===== config.mk =====
export PLATFORM = sky130hd
export DESIGN_NAME = text_write_ctrl
export DESIGN_NICKNAME = d
export VERILOG_FILES = /design/src/rtl/text_write_ctrl.sv
export SDC_FILE = /design/constraint.sdc
export NUM_CORES = 1
export LEC_CHECK = 0
export ABC_AREA = 1
export CAP_MARGIN = 20
export CORE_ASPECT_RATIO = 0.7
export CORE_MARGIN = 2
export CORE_UTILIZATION = 60
export CTS_BUF_LIST = sky130_fd_sc_hd__clkbuf_8 sky130_fd_sc_hd__clkbuf_16
export DETAILED_ROUTE_END_ITERATION = 6
export GPL_ROUTABILITY_DRIVEN = 0
export PLACE_DENSITY = 0.95
export SLEW_MARGIN = 10
export SYNTH_ARGS = -nofsm -noshare
export SYNTH_HDL_FRONTEND = slang
export SYNTH_SLANG_ARGS = --single-unit

===== constraint.sdc =====
create_clock -name clk -period 5.5 [get_ports clk]
set_input_delay 1.65 -clock clk [delete_from_list [all_inputs] [get_ports clk]]
set_output_delay 1.65 -clock clk [all_outputs]
set_load 0.05 [all_outputs]

===== src/rtl/text_write_ctrl.sv =====
// Write-port sequencer for the 4x32 VGA text RAM: UART byte FIFO, control decode,
// cursor tracking and clear sweep. Define TEXT_WRITE_CTRL_BS_EN to decode 0x08 as backspace.
module text_write_ctrl #(
  parameter int COL_W      = 5,
  parameter int ROW_W      = 2,
  parameter int HOME_COL   = 24,
  parameter int HOME_ROW   = 1,
  parameter int FIFO_DEPTH = 4
) (
  input  logic             clk,
  input  logic             reset,
  input  logic             rx_valid,
  input  logic [7:0]       rx_data,
  input  logic             clr_req,
  output logic             wr_en,
  output logic [ROW_W-1:0] wr_row,
  output logic [COL_W-1:0] wr_col,
  output logic [7:0]       wr_data,
  output logic [ROW_W-1:0] cur_row,
  output logic [COL_W-1:0] cur_col,
  output logic             busy,
  output logic             overflow
);

  localparam int PTR_W = $clog2(FIFO_DEPTH);
  localparam int CNT_W = ROW_W + COL_W;
  localparam logic [COL_W-1:0] HOME_C    = COL_W'(HOME_COL);
  localparam logic [COL_W-1:0] LAST_C    = COL_W'(HOME_COL - 1);
  localparam logic [ROW_W-1:0] HOME_R    = ROW_W'(HOME_ROW);
  localparam logic [CNT_W-1:0] LAST_CELL = '1;
  localparam logic [PTR_W:0]   FULL_CNT  = (PTR_W + 1)'(FIFO_DEPTH);
`ifdef TEXT_WRITE_CTRL_BS_EN
  localparam bit BS_EN = 1'b1;
`else
  localparam bit BS_EN = 1'b0;
`endif

  typedef enum logic {IDLE, CLEAR} state_t;

  state_t           state_q;
  logic [7:0]       fifo_mem [FIFO_DEPTH];
  logic [PTR_W-1:0] rd_ptr_q, wr_ptr_q;
  logic [PTR_W:0]   count_q;
  logic [CNT_W-1:0] clr_cnt_q;
  logic [ROW_W-1:0] cur_row_q, wr_row_q;
  logic [COL_W-1:0] cur_col_q, wr_col_q;
  logic [7:0]       wr_data_q;
  logic             wr_en_q, busy_q, overflow_q;

  logic             fifo_full, fifo_empty, push, pop;
  logic [7:0]       head;
  logic             dec_wr;
  logic [COL_W-1:0] dec_col, nxt_col;
  logic [ROW_W-1:0] nxt_row;
  logic [7:0]       dec_data;

  assign fifo_full  = (count_q == FULL_CNT);
  assign fifo_empty = (count_q == '0);
  assign push       = rx_valid && !fifo_full;
  assign pop        = (state_q == IDLE) && !clr_req && !fifo_empty;
  assign head       = fifo_mem[rd_ptr_q];

  // NOTE: every signal gets a default before any branch, so no path leaves one
  // unassigned and no latch is inferred.
  always_comb begin
    dec_wr   = 1'b0;
    dec_col  = cur_col_q;
    dec_data = head;
    nxt_row  = cur_row_q;
    nxt_col  = cur_col_q;
    if (head == 8'h0D || head == 8'h0A) begin
      nxt_row = cur_row_q + ROW_W'(1);
      nxt_col = HOME_C;
    end else if (BS_EN && head == 8'h08) begin
      if (cur_col_q != HOME_C) begin
        // NOTE: blocking assignments inside always_comb, so dec_col sees the updated nxt_col.
        nxt_col  = cur_col_q - COL_W'(1);
        dec_wr   = 1'b1;
        dec_col  = nxt_col;
        dec_data = 8'h20;
      end
    end else if (head >= 8'h20 && head != 8'h7F) begin
      dec_wr = 1'b1;
      if (cur_col_q == LAST_C) begin
        nxt_col = HOME_C;
        nxt_row = cur_row_q + ROW_W'(1);
      end else begin
        nxt_col = cur_col_q + COL_W'(1);
      end
    end
  end

  // NOTE: the FIFO array has no reset; an entry is only read after it is written,
  // so it can map onto plain RAM.
  always_ff @(posedge clk) begin
    if (push) fifo_mem[wr_ptr_q] <= rx_data;
  end

  always_ff @(posedge clk) begin
    if (reset) begin
      state_q    <= IDLE;
      rd_ptr_q   <= '0;
      wr_ptr_q   <= '0;
      count_q    <= '0;
      clr_cnt_q  <= '0;
      cur_row_q  <= HOME_R;
      cur_col_q  <= HOME_C;
      wr_en_q    <= 1'b0;
      wr_row_q   <= '0;
      wr_col_q   <= '0;
      wr_data_q  <= '0;
      busy_q     <= 1'b0;
      overflow_q <= 1'b0;
    end else begin
      if (push) wr_ptr_q <= wr_ptr_q + PTR_W'(1);
      if (pop)  rd_ptr_q <= rd_ptr_q + PTR_W'(1);
      unique case ({push, pop})
        2'b10:   count_q <= count_q + (PTR_W + 1)'(1);
        2'b01:   count_q <= count_q - (PTR_W + 1)'(1);
        default: count_q <= count_q;
      endcase

      // A byte dropped in the same cycle as a clear request still flags.
      if (rx_valid && fifo_full)
        overflow_q <= 1'b1;
      else if (state_q == IDLE && clr_req)
        overflow_q <= 1'b0;

      unique case (state_q)
        IDLE: begin
          if (clr_req) begin
            // Cell 0 is issued at this edge so the sweep is visible the next cycle.
            state_q   <= CLEAR;
            busy_q    <= 1'b1;
            wr_en_q   <= 1'b1;
            wr_row_q  <= '0;
            wr_col_q  <= '0;
            wr_data_q <= 8'h20;
            clr_cnt_q <= CNT_W'(1);
          end else if (!fifo_empty) begin
            wr_en_q   <= dec_wr;
            cur_row_q <= nxt_row;
            cur_col_q <= nxt_col;
            if (dec_wr) begin
              wr_row_q  <= cur_row_q;
              wr_col_q  <= dec_col;
              wr_data_q <= dec_data;
            end
          end else begin
            wr_en_q <= 1'b0;
          end
        end
        CLEAR: begin
          wr_en_q   <= 1'b1;
          wr_row_q  <= clr_cnt_q[CNT_W-1:COL_W];
          wr_col_q  <= clr_cnt_q[COL_W-1:0];
          wr_data_q <= 8'h20;
          clr_cnt_q <= clr_cnt_q + CNT_W'(1);
          if (clr_cnt_q == LAST_CELL) begin
            state_q   <= IDLE;
            busy_q    <= 1'b0;
            cur_row_q <= HOME_R;
            cur_col_q <= HOME_C;
          end
        end
        default: state_q <= IDLE;
      endcase
    end
  end

  assign wr_en    = wr_en_q;
  assign wr_row   = wr_row_q;
  assign wr_col   = wr_col_q;
  assign wr_data  = wr_data_q;
  assign cur_row  = cur_row_q;
  assign cur_col  = cur_col_q;
  assign busy     = busy_q;
  assign overflow = overflow_q;

endmodule


==> impl_summary.md, run 1 <==
Power
The combinational cell fraction of total power is 26.4%. The static leakage is 1.69 nW. The switching power share of the total is 34.0%. The largest vdd supply drop is 0.221 mV. The internal power of the cells is 1.05 mW. Sequential cells account for 42.5% of the total power. Of the total power, the clock network draws 31.2%. Overall power consumption after layout is estimated at 1.59 mW.

For this design the total switching power over the nets is 540 uW. Power spread over the standard cell area amounts to 397 nW/um^2.

Synth
For this run, the register share of the synthesized area comes to 53.1%. The synthesis-stage register bit count is 74. For this run, the number of Yosys warnings is 0. The synthesized instance count is 391. In this run, synthesis inferred 32 flip-flops with an integrated enable. The synthesized area is 3390 sq um. The synthesized area per cell is 8.68 sq um. In the synthesized netlist the dominant register cell turns out to be sky130_fd_sc_hd__dfxtp_1. The share of flip-flops with an asynchronous set or reset is 0%. Synthesis instantiated 37 different standard cells from the library.

The net count after synthesis is 411.

Critical path
The longest individual stage delay on the worst path is 0.49 ns. In this design, the largest share of critical-path delay is due to buffers and inverters. Along the worst path, the maximum fanout reaches 8. Data on the critical path arrives at its endpoint at 4.01 ns.

The worst register-to-register path begins at state_q$_SDFF_PP0_. Traced cell by cell, the critical path runs through clkdlybuf4s50_1, nor2_4, inv_1, nor2_1, ha_1, inv_1, fa_1, a21oi_1, o21ai_0, o21ai_0, a21oi_1. The worst setup path is captured at a flop. The cell depth of the worst flop-to-flop path is 10. Counting both buffers and inverters, the worst setup path holds a total of 3. The cell type of the slowest stage on the worst timing path is sky130_fd_sc_hd__clkdlybuf4s50_1. In this run the register-to-register setup slack is 2.92 ns. The worst setup path is launched from a primary input.

The destination of the worst register-to-register timing path is count_q[2]$_SDFFE_PP0P_. By startpoint and endpoint, the worst setup path is classified as primary input to flop. At the worst endpoint, the required time is 5.74 ns.

Worst hold path
The number of cells on the worst hold path is 2. The terminating pin of the worst hold path is wr_data[6]$_SDFFE_PP0P_. The worst hold path belongs to the class flop to flop. The beginning of the worst hold path is wr_data[6]$_SDFFE_PP0P_.

Clocking
For the worst-skew pair, the clock arrives at the later sink with an insertion delay of 0.36 ns. In this run the deepest clock path goes through 2 buffers. The cell at the root of the clock tree is sky130_fd_sc_hd__clkbuf_8. In this run, CTS created clock tree buffers numbering 9.

Gates resized during post-CTS repair numbered 0. The CTS sink count is 74. After clock tree synthesis, the clock-pin slew on the worst setup and hold paths is 0.08 ns. CTS built an H-tree with a depth of 3. The post-CTS setup buffer count is 0. TritonCTS built the clock tree. The number of hold-repair buffers added at the cts stage is 0.

Timing
Setup repair after global routing left no endpoint under its margin. In the finished design, the share of the clock period the worst path needs comes to 68.6%. The normalized max-slew margin is 41.6%. Setup violations remaining at the end of the flow were counted as 0. For the pin with the worst max-slew slack, the measured transition is 0.872 ns.

For the final routed database, the setup TNS stands at 0 ns. Final hold analysis gives a worst-case slack of 0.471 ns. The number of max-slew violations in the final report came to 0.

The count of endpoints failing hold in the final timing report is 0. The worst path needs 3.78 ns of the cycle, external delays included. The clock tree skew after final layout is 0.0120 ns. The maximum achievable frequency is 265 MHz.

Final layout
The number of diodes is 0. For this run, the post-layout net count is 447. Compared with the post-synthesis result, the final layout area differs by 17.9%. The share of final-layout standard cells stronger than drive strength 1 is 8.56%.

Route
The routed wire length per instance is 16.8 um. The first routing iteration left 483 violations. The length of the first detailed-routing pass in iterations is 5. The aggregate routed wire length is 8480 um. In this run the remaining antenna-violating nets after routing total 0.

After detailed routing, the number of vias per cell comes to 5.86. Across all layers, the routed design uses 2955 vias. In the routed design, unresolved DRC markers number 0.

Global route
The via count of the first global-routing pass came to 2723. The number of antenna violations at the first check in global routing came to 0. Summed over all layers, the global routing overflow is 0. For this run, the total global-route usage over all layers was measured as 29.3%. The first-pass GRT wire length is 13400 um.

The largest net degree at the start of global routing is 25.

Run
The tool flagged a number of max-cap violations equal to 0.

Status
The run finished with clean final reports.

Die
After floorplanning, the core was sized to cover 5340 sq um. The width of the chip is 93.9 um. The number of standard-cell rows in the floorplan is 22. The floorplan die height is 66.9 um.

The floorplan step defined a die boundary enclosing 6280 sq um. The initial utilization of the core area, before any placement, comes to 63.5%. For this design the top-level I/O count stands at 37.

Placement
Detailed placement finished with a half-perimeter wire length of 5480 um. The total of buffers placed on input and output ports is 36.
## area by class of cell
type                       count  area, sq um
sequential                    74         1800
fill                         354         1340
multi-input combinational    260         1340
timing repair buffer          36          360
inverter                      46          178
clock buffer                   9          124
clock inverter                 7          109
tap                           72         90.1
## stage by stage
step / area, sq um / setup slack (ns) / util [%] / std cells
final: 4000 / 1.72 / 74.9 / 504
after global routing: 4000 / 1.56 / 74.9 / 504
after CTS: 4000 / 1.79 / 74.9 / 504
after detailed placement: 3760 / 1.48 / 70.5 / 488
after global placement: 3760 / 1.61 / 70.5 / 488
after floorplan: 3390 / 2.29 / - / 391
## worst min-delay path: cells and delay by family, from the launching register on
family             cells  cell delay [ns]
AOI/OAI and AO/OA      1             0.05
DFF                    1             0.31
and+or+nand+nor        1             0.06
## worst max-delay path by stage
stage             from  depth (start not counted)  slack [ns]                       to
6_report       clr_req                         11        1.72  count_q[2]$_SDFFE_PP0P_
5_1_grt        clr_req                         11        1.56  count_q[2]$_SDFFE_PP0P_
4_1_cts        clr_req                         11        1.79  count_q[2]$_SDFFE_PP0P_
3_5_place_dp   clr_req                         11        1.48  count_q[2]$_SDFFE_PP0P_
3_3_place_gp   clr_req                         11        1.61  count_q[2]$_SDFFE_PP0P_
2_1_floorplan  clr_req                         10        2.29  count_q[2]$_SDFFE_PP0P_
## cell families after synthesis
logic type	share of synthesized area, %
XOR/XNOR	0.775
AND/OR/NAND/NOR	24.6
AO/OA/AOI/OAI	10.8
flip-flops	53.1
adder cells (fa/ha/maj)	3.17
buffers and inverters	7.52
## layout by cell type, fill, tap and decap left out, types with 2 or more instances in the layout
| cell | count |
|---|---|
| sky130_fd_sc_hd__a22oi_1 | 6 |
| sky130_fd_sc_hd__nand2_1 | 103 |
| sky130_fd_sc_hd__nand3_2 | 3 |
| sky130_fd_sc_hd__nand3_1 | 23 |
| sky130_fd_sc_hd__inv_1 | 44 |
| sky130_fd_sc_hd__a31oi_1 | 2 |
| sky130_fd_sc_hd__xor2_1 | 2 |
| sky130_fd_sc_hd__clkinv_1 | 2 |
| sky130_fd_sc_hd__a21oi_1 | 27 |
| sky130_fd_sc_hd__nor2_1 | 34 |
| sky130_fd_sc_hd__edfxtp_1 | 32 |
| sky130_fd_sc_hd__o21ai_2 | 2 |
| sky130_fd_sc_hd__a211oi_1 | 2 |
| sky130_fd_sc_hd__clkdlybuf4s50_1 | 36 |
| sky130_fd_sc_hd__nor2_2 | 3 |
| sky130_fd_sc_hd__bufinv_16 | 3 |
| sky130_fd_sc_hd__ha_1 | 7 |
| sky130_fd_sc_hd__dfxtp_1 | 42 |
| sky130_fd_sc_hd__nand4_1 | 3 |
| sky130_fd_sc_hd__clkbuf_8 | 9 |
| sky130_fd_sc_hd__a311oi_1 | 2 |
| sky130_fd_sc_hd__nor3_1 | 3 |
| sky130_fd_sc_hd__nand2_4 | 2 |
| sky130_fd_sc_hd__o21ai_1 | 3 |
| sky130_fd_sc_hd__inv_4 | 2 |
| sky130_fd_sc_hd__nand2_2 | 8 |
| sky130_fd_sc_hd__o21ai_0 | 17 |
## synth_stat cells (2+ instances only)
cell type                  number  share of area (%)
sky130_fd_sc_hd__inv_1         43                4.8
sky130_fd_sc_hd__nand4_1        3               0.55
sky130_fd_sc_hd__nand2_1      103                 11
sky130_fd_sc_hd__buf_6          3                1.0
sky130_fd_sc_hd__buf_4          3               0.66
sky130_fd_sc_hd__nand2_4        2               0.66
sky130_fd_sc_hd__nor2_2         3               0.55
sky130_fd_sc_hd__inv_4          2               0.37
sky130_fd_sc_hd__a311oi_1       2               0.52
sky130_fd_sc_hd__edfxtp_1      32                 28
sky130_fd_sc_hd__nand3_2        3               0.89
sky130_fd_sc_hd__a21oi_1       27                4.0
sky130_fd_sc_hd__a22oi_1        6                1.3
sky130_fd_sc_hd__buf_2          2               0.30
sky130_fd_sc_hd__nor3_1         3               0.44
sky130_fd_sc_hd__dfxtp_1       42                 25
sky130_fd_sc_hd__xor2_1         2               0.52
sky130_fd_sc_hd__nor2_1        34                3.8
sky130_fd_sc_hd__ha_1           7                2.6
sky130_fd_sc_hd__o21ai_1        3               0.44
sky130_fd_sc_hd__nand3_1       23                3.4
sky130_fd_sc_hd__a31oi_1        2               0.37
sky130_fd_sc_hd__a211oi_1       2               0.44
sky130_fd_sc_hd__clkbuf_1       2               0.22
sky130_fd_sc_hd__nand2_2        8                1.5
sky130_fd_sc_hd__o21ai_2        2               0.52
sky130_fd_sc_hd__o21ai_0       17                2.5
## flip-flops by register name, summed over array words and instances (netlist names), named ones only
signal,flops
fifo_mem,32
wr_data,8
wr_col,5
state_q,1
overflow,1
wr_row,2
busy,1
rd_ptr_q,2
count_q,3
cur_col,5
clr_cnt_q,7
wr_ptr_q,2
cur_row,2
wr_en,1
## layer usage
layer	share of wire (%)	up-vias	GRT usage, %	wire length [um]
met5	0	-	0	0
met4	3.9	0	13.4	331
met3	9.8	40	9.05	835
met2	47	204	47.9	4030
met1	39	1355	36.0	3290
li1	-	1356	-	-
## power groups by stage
stage,Combinational (mW),Sequential [mW],Clock [mW]
floorplan,0.225,0.746,0
global route,0.451,0.680,0.518
global placement,0.381,0.680,0
detailed placement,0.403,0.683,0
CTS,0.411,0.672,0.493
finish,0.419,0.675,0.495
(Power assumes the default switching activity.)
==> run 2: changes to the inputs <==
--- a/config.mk
+++ b/config.mk
@@ -9,11 +9,11 @@
 export CAP_MARGIN = 20
 export CORE_ASPECT_RATIO = 0.7
 export CORE_MARGIN = 2
-export CORE_UTILIZATION = 60
+export CORE_UTILIZATION = 50
 export CTS_BUF_LIST = sky130_fd_sc_hd__clkbuf_8 sky130_fd_sc_hd__clkbuf_16
 export DETAILED_ROUTE_END_ITERATION = 6
 export GPL_ROUTABILITY_DRIVEN = 0
-export PLACE_DENSITY = 0.95
+export PLACE_DENSITY = 0.86
 export SLEW_MARGIN = 10
 export SYNTH_ARGS = -nofsm -noshare
 export SYNTH_HDL_FRONTEND = slang
==> constraint.sdc (replaced) <==
create_clock -name clk -period 3.1 [get_ports clk]
set_input_delay 0.93 -clock clk [delete_from_list [all_inputs] [get_ports clk]]
set_output_delay 0.93 -clock clk [all_outputs]
set_load 0.05 [all_outputs]
==> run 2 against run 1 <==
Compared with the run above:
- die area up 19%
- largest cell class unchanged
- register-to-register slack worse by 2.1 ns
- critical path depth unchanged
- sequential share of layout area down 0.50 points
- combinational power up 74%
- final cell count up 6.2%
- critical endpoint unchanged
- via count down 4.7%
==> impl_summary.md, run 2 (synthesis results as in run 1) <==
Status
The flow ran to the end, and the final reports show no timing, DRC or antenna violations.

Global route
The combined global-route utilization of all metal layers is 21.2% (-8.1 points). The via count of the first global-routing pass is 2577 (-5.4%). The number of antenna violations at the first check in global routing is 0 (unchanged). The sum of overflow across all layers after global routing was 0 (unchanged). The first-pass GRT wire length is 11900 um (-11%). The largest net degree at the start of global routing is 25 (unchanged).

Clocking
The post-CTS setup buffer count is 0 (unchanged). The number of gates given a new drive strength after cts is 0 (unchanged). The total number of H-tree levels came to 3 (unchanged). The CTS tree is built.

The clock-pin slew on the worst setup and hold paths is 0.07 ns (about the same). The CTS sink count came to 74 (unchanged). The number of buffers added by the clock tree synthesis step is 9 (unchanged). The insertion delay of the later-clocked pin in the worst-skew pair is 0.35 ns (about the same). The number of hold-repair buffers added at the cts stage is 0 (unchanged). The buffer depth of the longest clock path is 2 (unchanged). CTS placed an instance of sky130_fd_sc_hd__clkbuf_8 at the clock tree root.

Timing
Setup repair after global routing left no endpoint under its margin. The time the worst path needs with I/O delays and setup is 2.72 ns. The post-route worst hold slack is 0.472 ns (+0.00165 ns). The sum of negative setup slack is 0 ns (unchanged). The normalized max-slew margin is 48.8% (+7.2 points). The clock tree skew after final layout is 0.00778 ns (-0.00420 ns).

The maximum achievable frequency is 367 MHz. The count of endpoints failing hold in the final timing report is 0 (unchanged). The final worst-path cycle share is 87.8%. The number of max-slew violations in the final report is 0 (unchanged).

The actual transition at the worst max-transition pin is 0.767 ns (-0.105 ns). The final number of setup-violating endpoints is 0 (unchanged).

Final layout
The area taken by flip-flops and latches is 1800 sq um (unchanged). The final cell count without fillers was 535 (+6.2%). The number of diodes is 0 (unchanged). The commonest non-fill, non-tap cell in the layout is sky130_fd_sc_hd__nand2_1. The cell area after layout is 4040 sq um (+1.1%). The register with the most flip-flops is fifo_mem. The share of final-layout standard cells stronger than drive strength 1 is 10.2% (+1.6 points). The footprint of the multi-input gates is 1340 sq um (unchanged). The number of flip-flops in the largest register is 32 (unchanged). The post-layout net count was 456 (+2.0%). The final-layout fill cell count came to 549 (+55%). The library cells used most frequently in the layout, excluding fill and tap cells, are 103 x sky130_fd_sc_hd__nand2_1, 46 x sky130_fd_sc_hd__inv_1, 42 x sky130_fd_sc_hd__dfxtp_1. The synthesis-to-layout area growth is 19.2%.

Route
The number of routed nets with antenna violations was 0 (unchanged). The routed wire length per instance is 13.7 um (-19%). The length of the first detailed-routing pass in iterations is 5 (unchanged).

The DRC violations left is 0 (unchanged). The overall via count from detail_route is 2816 (-4.7%). The iteration-0 DRC count of the detailed router is 178 (-63%). The aggregate routed wire length is 7320 um (-14%).

The detailed-route vias per instance is 5.26 (-10%).

Die
The floorplan die height came to 72.9 um (+9.0%). The initial cell density of the core is 50.9% (-13 points). The area of the die is 7470 sq um (+19%). The number of standard-cell rows in the floorplan is 25 (+14%). The width of the chip is 102 um (+9.1%). The number of top-level pins is 37 (unchanged). The area of the core was 6660 sq um (+25%).

Critical path
The type of element capturing the critical path is a flop. The path type of the worst setup path is primary input to flop. The largest fanout of any net on the critical path was 3 (-5). The sort of element at the start of the critical path is a primary input. The worst endpoint required time is 3.34 ns (-2.40 ns).

The signal arrival time at the worst endpoint is 2.96 ns (-1.05 ns).

Power
The power per cell area is 644 nW/um^2 (+62%). The net load switching power was 906 uW (+68%). The internal power of the cells is 1.70 mW (+62%). The largest vdd supply drop is 0.262 mV (+19%). The part of the power in the clock network is 26.4% (-4.8 points). The switching power share of the total came to 34.8% (+0.84 points). The sequential share of power is 45.7% (+3.2 points). The total power is 2.60 mW (+64%).

The combinational cell fraction of total power is 27.9% (+1.5 points). The static leakage is 1.72 nW (+2.2%).

Worst hold path
The worst hold path belongs to the class flop to flop.

Placement
The total of buffers placed on input and output ports came to 36 (unchanged). The total half-perimeter wirelength after legalization and detailed placement is 5200 um (-5.1%). The number of cells in the design after placement was 519 (+6.4%).

The instance area after placement is 3860 sq um (+2.5%).

Run
The number of max-capacitance violations reported is 0 (unchanged).
==> run 2: final cells by class <==
type	instances	area share, %
clock inverter	5	0.495
multi-input combinational	260	33.0
timing repair buffer	45	10.6
sequential	74	44.6
inverter	46	4.39
tap	94	2.91
clock buffer	11	4.02
==> run 2: worst paths after layout <==
kind	from	to	slack [ns]	cells past startpoint
worst max-delay path	clr_req	count_q[2]$_SDFFE_PP0P_	0.38	11
worst min-delay path	wr_data[4]$_SDFFE_PP0P_	wr_data[4]$_SDFFE_PP0P_	0.47	2
worst max register to register	state_q$_SDFF_PP0_	cur_row[0]$_SDFFE_PP1P_	0.81	7
worst min register to register	wr_data[4]$_SDFFE_PP0P_	wr_data[4]$_SDFFE_PP0P_	0.47	2
==> run 2: power groups by stage <==
stage          clock network, mW  registers [mW]  logic [mW]
3_5_place_dp                   0            1.21       0.720
6_report                   0.687            1.19       0.727
2_1_floorplan                  0            1.32       0.400
5_1_grt                    0.744            1.20       0.799
3_3_place_gp                   0            1.20       0.695
4_1_cts                    0.701            1.19       0.725
==> run 2: metal layers <==
layer | GRT usage [%] | share of wire (%)
met5 | 0 | 0
met2 | 33.0 | 46
met3 | 6.61 | 7.5
met1 | 27.6 | 44
met4 | 8.89 | 1.9
==> run 2: critical path: stages <==
cell and delay (ns):
sky130_fd_sc_hd__clkdlybuf4s50_1 0.49, sky130_fd_sc_hd__nor2_4 0.12, sky130_fd_sc_hd__inv_1 0.06, sky130_fd_sc_hd__nor2_1 0.19
sky130_fd_sc_hd__ha_1 0.18, sky130_fd_sc_hd__inv_1 0.08, sky130_fd_sc_hd__fa_1 0.41, sky130_fd_sc_hd__a21oi_1 0.17
sky130_fd_sc_hd__o21ai_0 0.12, sky130_fd_sc_hd__o21ai_0 0.16, sky130_fd_sc_hd__a21oi_1 0.05
==> run 2: through the flow <==
stage | worst slack (ns) | utilization [%]
finish | 0.379 | 60.7
global route | 0.296 | 60.7
CTS | 0.402 | 60.7
detailed placement | 0.0753 | 57.9
global placement | 0.169 | 57.9
floorplan | 0.608 | -
==> run 3: changes to the inputs <==
--- a/config.mk
+++ b/config.mk
@@ -8,11 +8,12 @@
 export ABC_AREA = 1
 export CAP_MARGIN = 20
 export CORE_ASPECT_RATIO = 0.7
-export CORE_MARGIN = 2
+export CORE_MARGIN = 3
 export CORE_UTILIZATION = 50
 export CTS_BUF_LIST = sky130_fd_sc_hd__clkbuf_8 sky130_fd_sc_hd__clkbuf_16
 export DETAILED_ROUTE_END_ITERATION = 6
 export GPL_ROUTABILITY_DRIVEN = 0
+export MAX_ROUTING_LAYER = met4
 export PLACE_DENSITY = 0.86
 export SLEW_MARGIN = 10
 export SYNTH_ARGS = -nofsm -noshare
==> run 3 against run 2 <==
Compared with the run above:
- core utilization increased by 2.8 points
- clock-buffer cell count unchanged
- fmax increased by 3.5%
- worst setup slack improved by 0.091 ns
- flip-flop and latch count unchanged
- die area increased by 4.7%
- critical path depth unchanged
- sequential power about the same
- via count decreased by 2.2%
- routed wire length about the same
- total power increased by 2.3%
- clock power increased by 9.3%
- critical endpoint unchanged
==> impl_summary.md, run 3 (synthesis results as in run 1) <==
Route
The iteration-0 DRC count of the detailed router was 290 (+63%). The aggregate routed wire length is 7320 um (about the same). The DRC violations left is 0 (unchanged). The routed wire length per instance came to 13.8 um (+0.52%). The detailed-route vias per instance is 5.18 (-1.7%). The number of routed nets with antenna violations was 0 (unchanged).

The length of the first detailed-routing pass in iterations is 5 (unchanged). The overall via count from detail_route is 2754 (-2.2%).

Global route
The sum of overflow across all layers after global routing is 0 (unchanged). The combined global-route utilization of all metal layers is 20.5% (-0.75 points). The first-pass GRT wire length is 12000 um (+0.76%). The number of antenna violations at the first check in global routing was 0 (unchanged). The via count of the first global-routing pass is 2454 (-4.8%). The largest net degree at the start of global routing is 25 (unchanged).

Clocking
The post-CTS setup buffer count is 0 (unchanged). The CTS sink count is 74 (unchanged). The clock-pin slew on the worst setup and hold paths is 0.08 ns (about the same). The insertion delay of the later-clocked pin in the worst-skew pair is 0.35 ns (about the same). The number of hold-repair buffers added at the cts stage is 0 (unchanged). The total number of H-tree levels is 3 (unchanged). The buffer depth of the longest clock path is 2 (unchanged). The number of buffers added by the clock tree synthesis step was 9 (unchanged). The number of gates given a new drive strength after cts came to 0 (unchanged). The tree is rooted in a sky130_fd_sc_hd__clkbuf_8.

TritonCTS built the clock tree.

Critical path
The setup slack of the most critical reg-to-reg path is 0.94 ns (+0.13 ns). The largest fanout of any net on the critical path is 3 (unchanged). The signal arrival time at the worst endpoint is 2.87 ns (-0.09 ns).

The path type of the worst setup path is primary input to flop. The type of element capturing the critical path is a flop. The worst endpoint required time is 3.34 ns (about the same). The worst setup path is launched from a primary input.

Final layout
The share of final-layout standard cells stronger than drive strength 1 is 11.1% (+0.91 points). The number of flip-flops in the largest register is 32 (unchanged). The library cells used most frequently in the layout, excluding fill and tap cells, are 103 x sky130_fd_sc_hd__nand2_1, 43 x sky130_fd_sc_hd__inv_1, 42 x sky130_fd_sc_hd__dfxtp_1. The number of diodes was 0 (unchanged). Ranked by flip-flop count, first place goes to fifo_mem. From synthesis to final layout, the design area changed by 19.7%. The commonest non-fill, non-tap cell in the layout is sky130_fd_sc_hd__nand2_1. The post-layout net count came to 456 (unchanged).

Power
The sequential share of power is 44.4% (-1.3 points). The combinational cell fraction of total power was 27.4% (-0.5 points). The static leakage is 1.73 nW (+0.26%).

The part of the power in the clock network was 28.2% (+1.8 points). The internal power of the cells is 1.73 mW (+2.2%). The net load switching power came to 927 uW (+2.4%). The power per cell area came to 655 nW/um^2 (+1.8%).

The largest vdd supply drop was 0.299 mV (+14%). The switching power share of the total is 34.8% (+0.037 points).

Die
The initial cell density of the core was 53.0% (+2.1 points). The area of the core is 6400 sq um (-4.0%). The floorplan die height was 74.9 um (+2.7%). The area of the die is 7820 sq um (+4.7%).

The number of standard-cell rows in the floorplan is 24 (-4.0%). The width of the chip is 104 um (+2.0%). The number of top-level pins is 37 (unchanged).

Timing
The number of max-slew violations in the final report is 0 (unchanged). The time the worst path needs with I/O delays and setup is 2.63 ns (-0.0915 ns). The minimum setup slack in the final design is 0.470 ns (+0.0915 ns). Setup repair after global routing left no endpoint under its margin. The final number of setup-violating endpoints is 0 (unchanged). The normalized max-slew margin is 52.3% (+3.5 points). The actual transition at the worst max-transition pin is 0.715 ns (-0.0526 ns). The clock tree skew after final layout is 0.0145 ns (+0.00672 ns).

The maximum achievable frequency is 380 MHz (+3.5%). The final worst-path cycle share is 84.8% (-3.0 points). The sum of negative setup slack is 0 ns (unchanged). The post-route worst hold slack came to 0.474 ns (+0.00103 ns). The count of endpoints failing hold in the final timing report is 0 (unchanged).

Status
The flow ran to the end, and the final reports show no timing, DRC or antenna violations.

Placement
The total half-perimeter wirelength after legalization and detailed placement was 5170 um (-0.51%). The total of buffers placed on input and output ports is 36 (unchanged). The worst slack at placement is 0.114 ns (+0.0386 ns).

Worst hold path
The path class of the tightest hold or removal check is flop to flop.

Run
The number of max-capacitance violations reported came to 0 (unchanged).
## run 3: changes by cell type in the layout (fill, tap and decap cells not counted)
cell,before,now
sky130_fd_sc_hd__inv_1,46,43
sky130_fd_sc_hd__inv_4,2,4
sky130_fd_sc_hd__clkbuf_16,1,2
sky130_fd_sc_hd__clkinv_1,1,0
sky130_fd_sc_hd__clkinv_4,0,1
sky130_fd_sc_hd__clkbuf_8,10,9
sky130_fd_sc_hd__clkinv_2,1,2
## run 3: final timing paths
check        cells after the start               startpoint                       to
max                             11                  clr_req  count_q[2]$_SDFFE_PP0P_
min                              2  wr_data[4]$_SDFFE_PP0P_  wr_data[4]$_SDFFE_PP0P_
max reg2reg                      9       state_q$_SDFF_PP0_  cur_col[2]$_SDFFE_PP0P_
min reg2reg                      2  wr_data[4]$_SDFFE_PP0P_  wr_data[4]$_SDFFE_PP0P_
## run 3: worst max-delay path, cell delays in order
cell and delay (ns):
sky130_fd_sc_hd__clkdlybuf4s50_1 0.48, sky130_fd_sc_hd__nor2_4 0.12, sky130_fd_sc_hd__inv_1 0.06, sky130_fd_sc_hd__nor2_1 0.19, sky130_fd_sc_hd__ha_1 0.18, sky130_fd_sc_hd__inv_1 0.07
sky130_fd_sc_hd__fa_1 0.37, sky130_fd_sc_hd__a21oi_1 0.14, sky130_fd_sc_hd__o21ai_0 0.11, sky130_fd_sc_hd__o21ai_0 0.16, sky130_fd_sc_hd__a21oi_1 0.05
## run 3: power groups by stage
stage                     clock [mW]  sequential [mW]  combinational, mW
final                          0.751             1.18              0.729
after global placement             0             1.20              0.704
after CTS                      0.765             1.18              0.727
after floorplan                    0             1.32              0.400
after detailed placement           0             1.20              0.723
after global routing           0.811             1.19              0.803
## run 3: metal layers
layer  up-vias  wire length [um]  GRT usage (%)
met5         -                 0              -
met4         0                58           4.57
met3         8               679           6.08
met2       118              3220           30.4
met1      1244              3350           27.9
li1       1384                 -              -
## run 3: area by class of cell
class / instances / area, sq um
Clock buffer: 11 / 174
Clock inverter: 5 / 31.3
Fill cell: 525 / 2330
Inverter: 46 / 178
Multi-Input combinational cell: 260 / 1340
Sequential cell: 74 / 1800
Tap cell: 91 / 114
Timing Repair Buffer: 45 / 428
## run 3: through the flow
stage | instance area (sq um) | power (mW) | utilization (%) | instances
6_report | 4060 | 2.66 | 63.5 | 532
5_1_grt | 4060 | 2.81 | 63.5 | 532
4_1_cts | 4060 | 2.67 | 63.5 | 532
3_5_place_dp | 3860 | 1.92 | 60.3 | 516
3_3_place_gp | 3860 | 1.90 | 60.3 | 516
2_1_floorplan | 3390 | 1.72 | - | 391
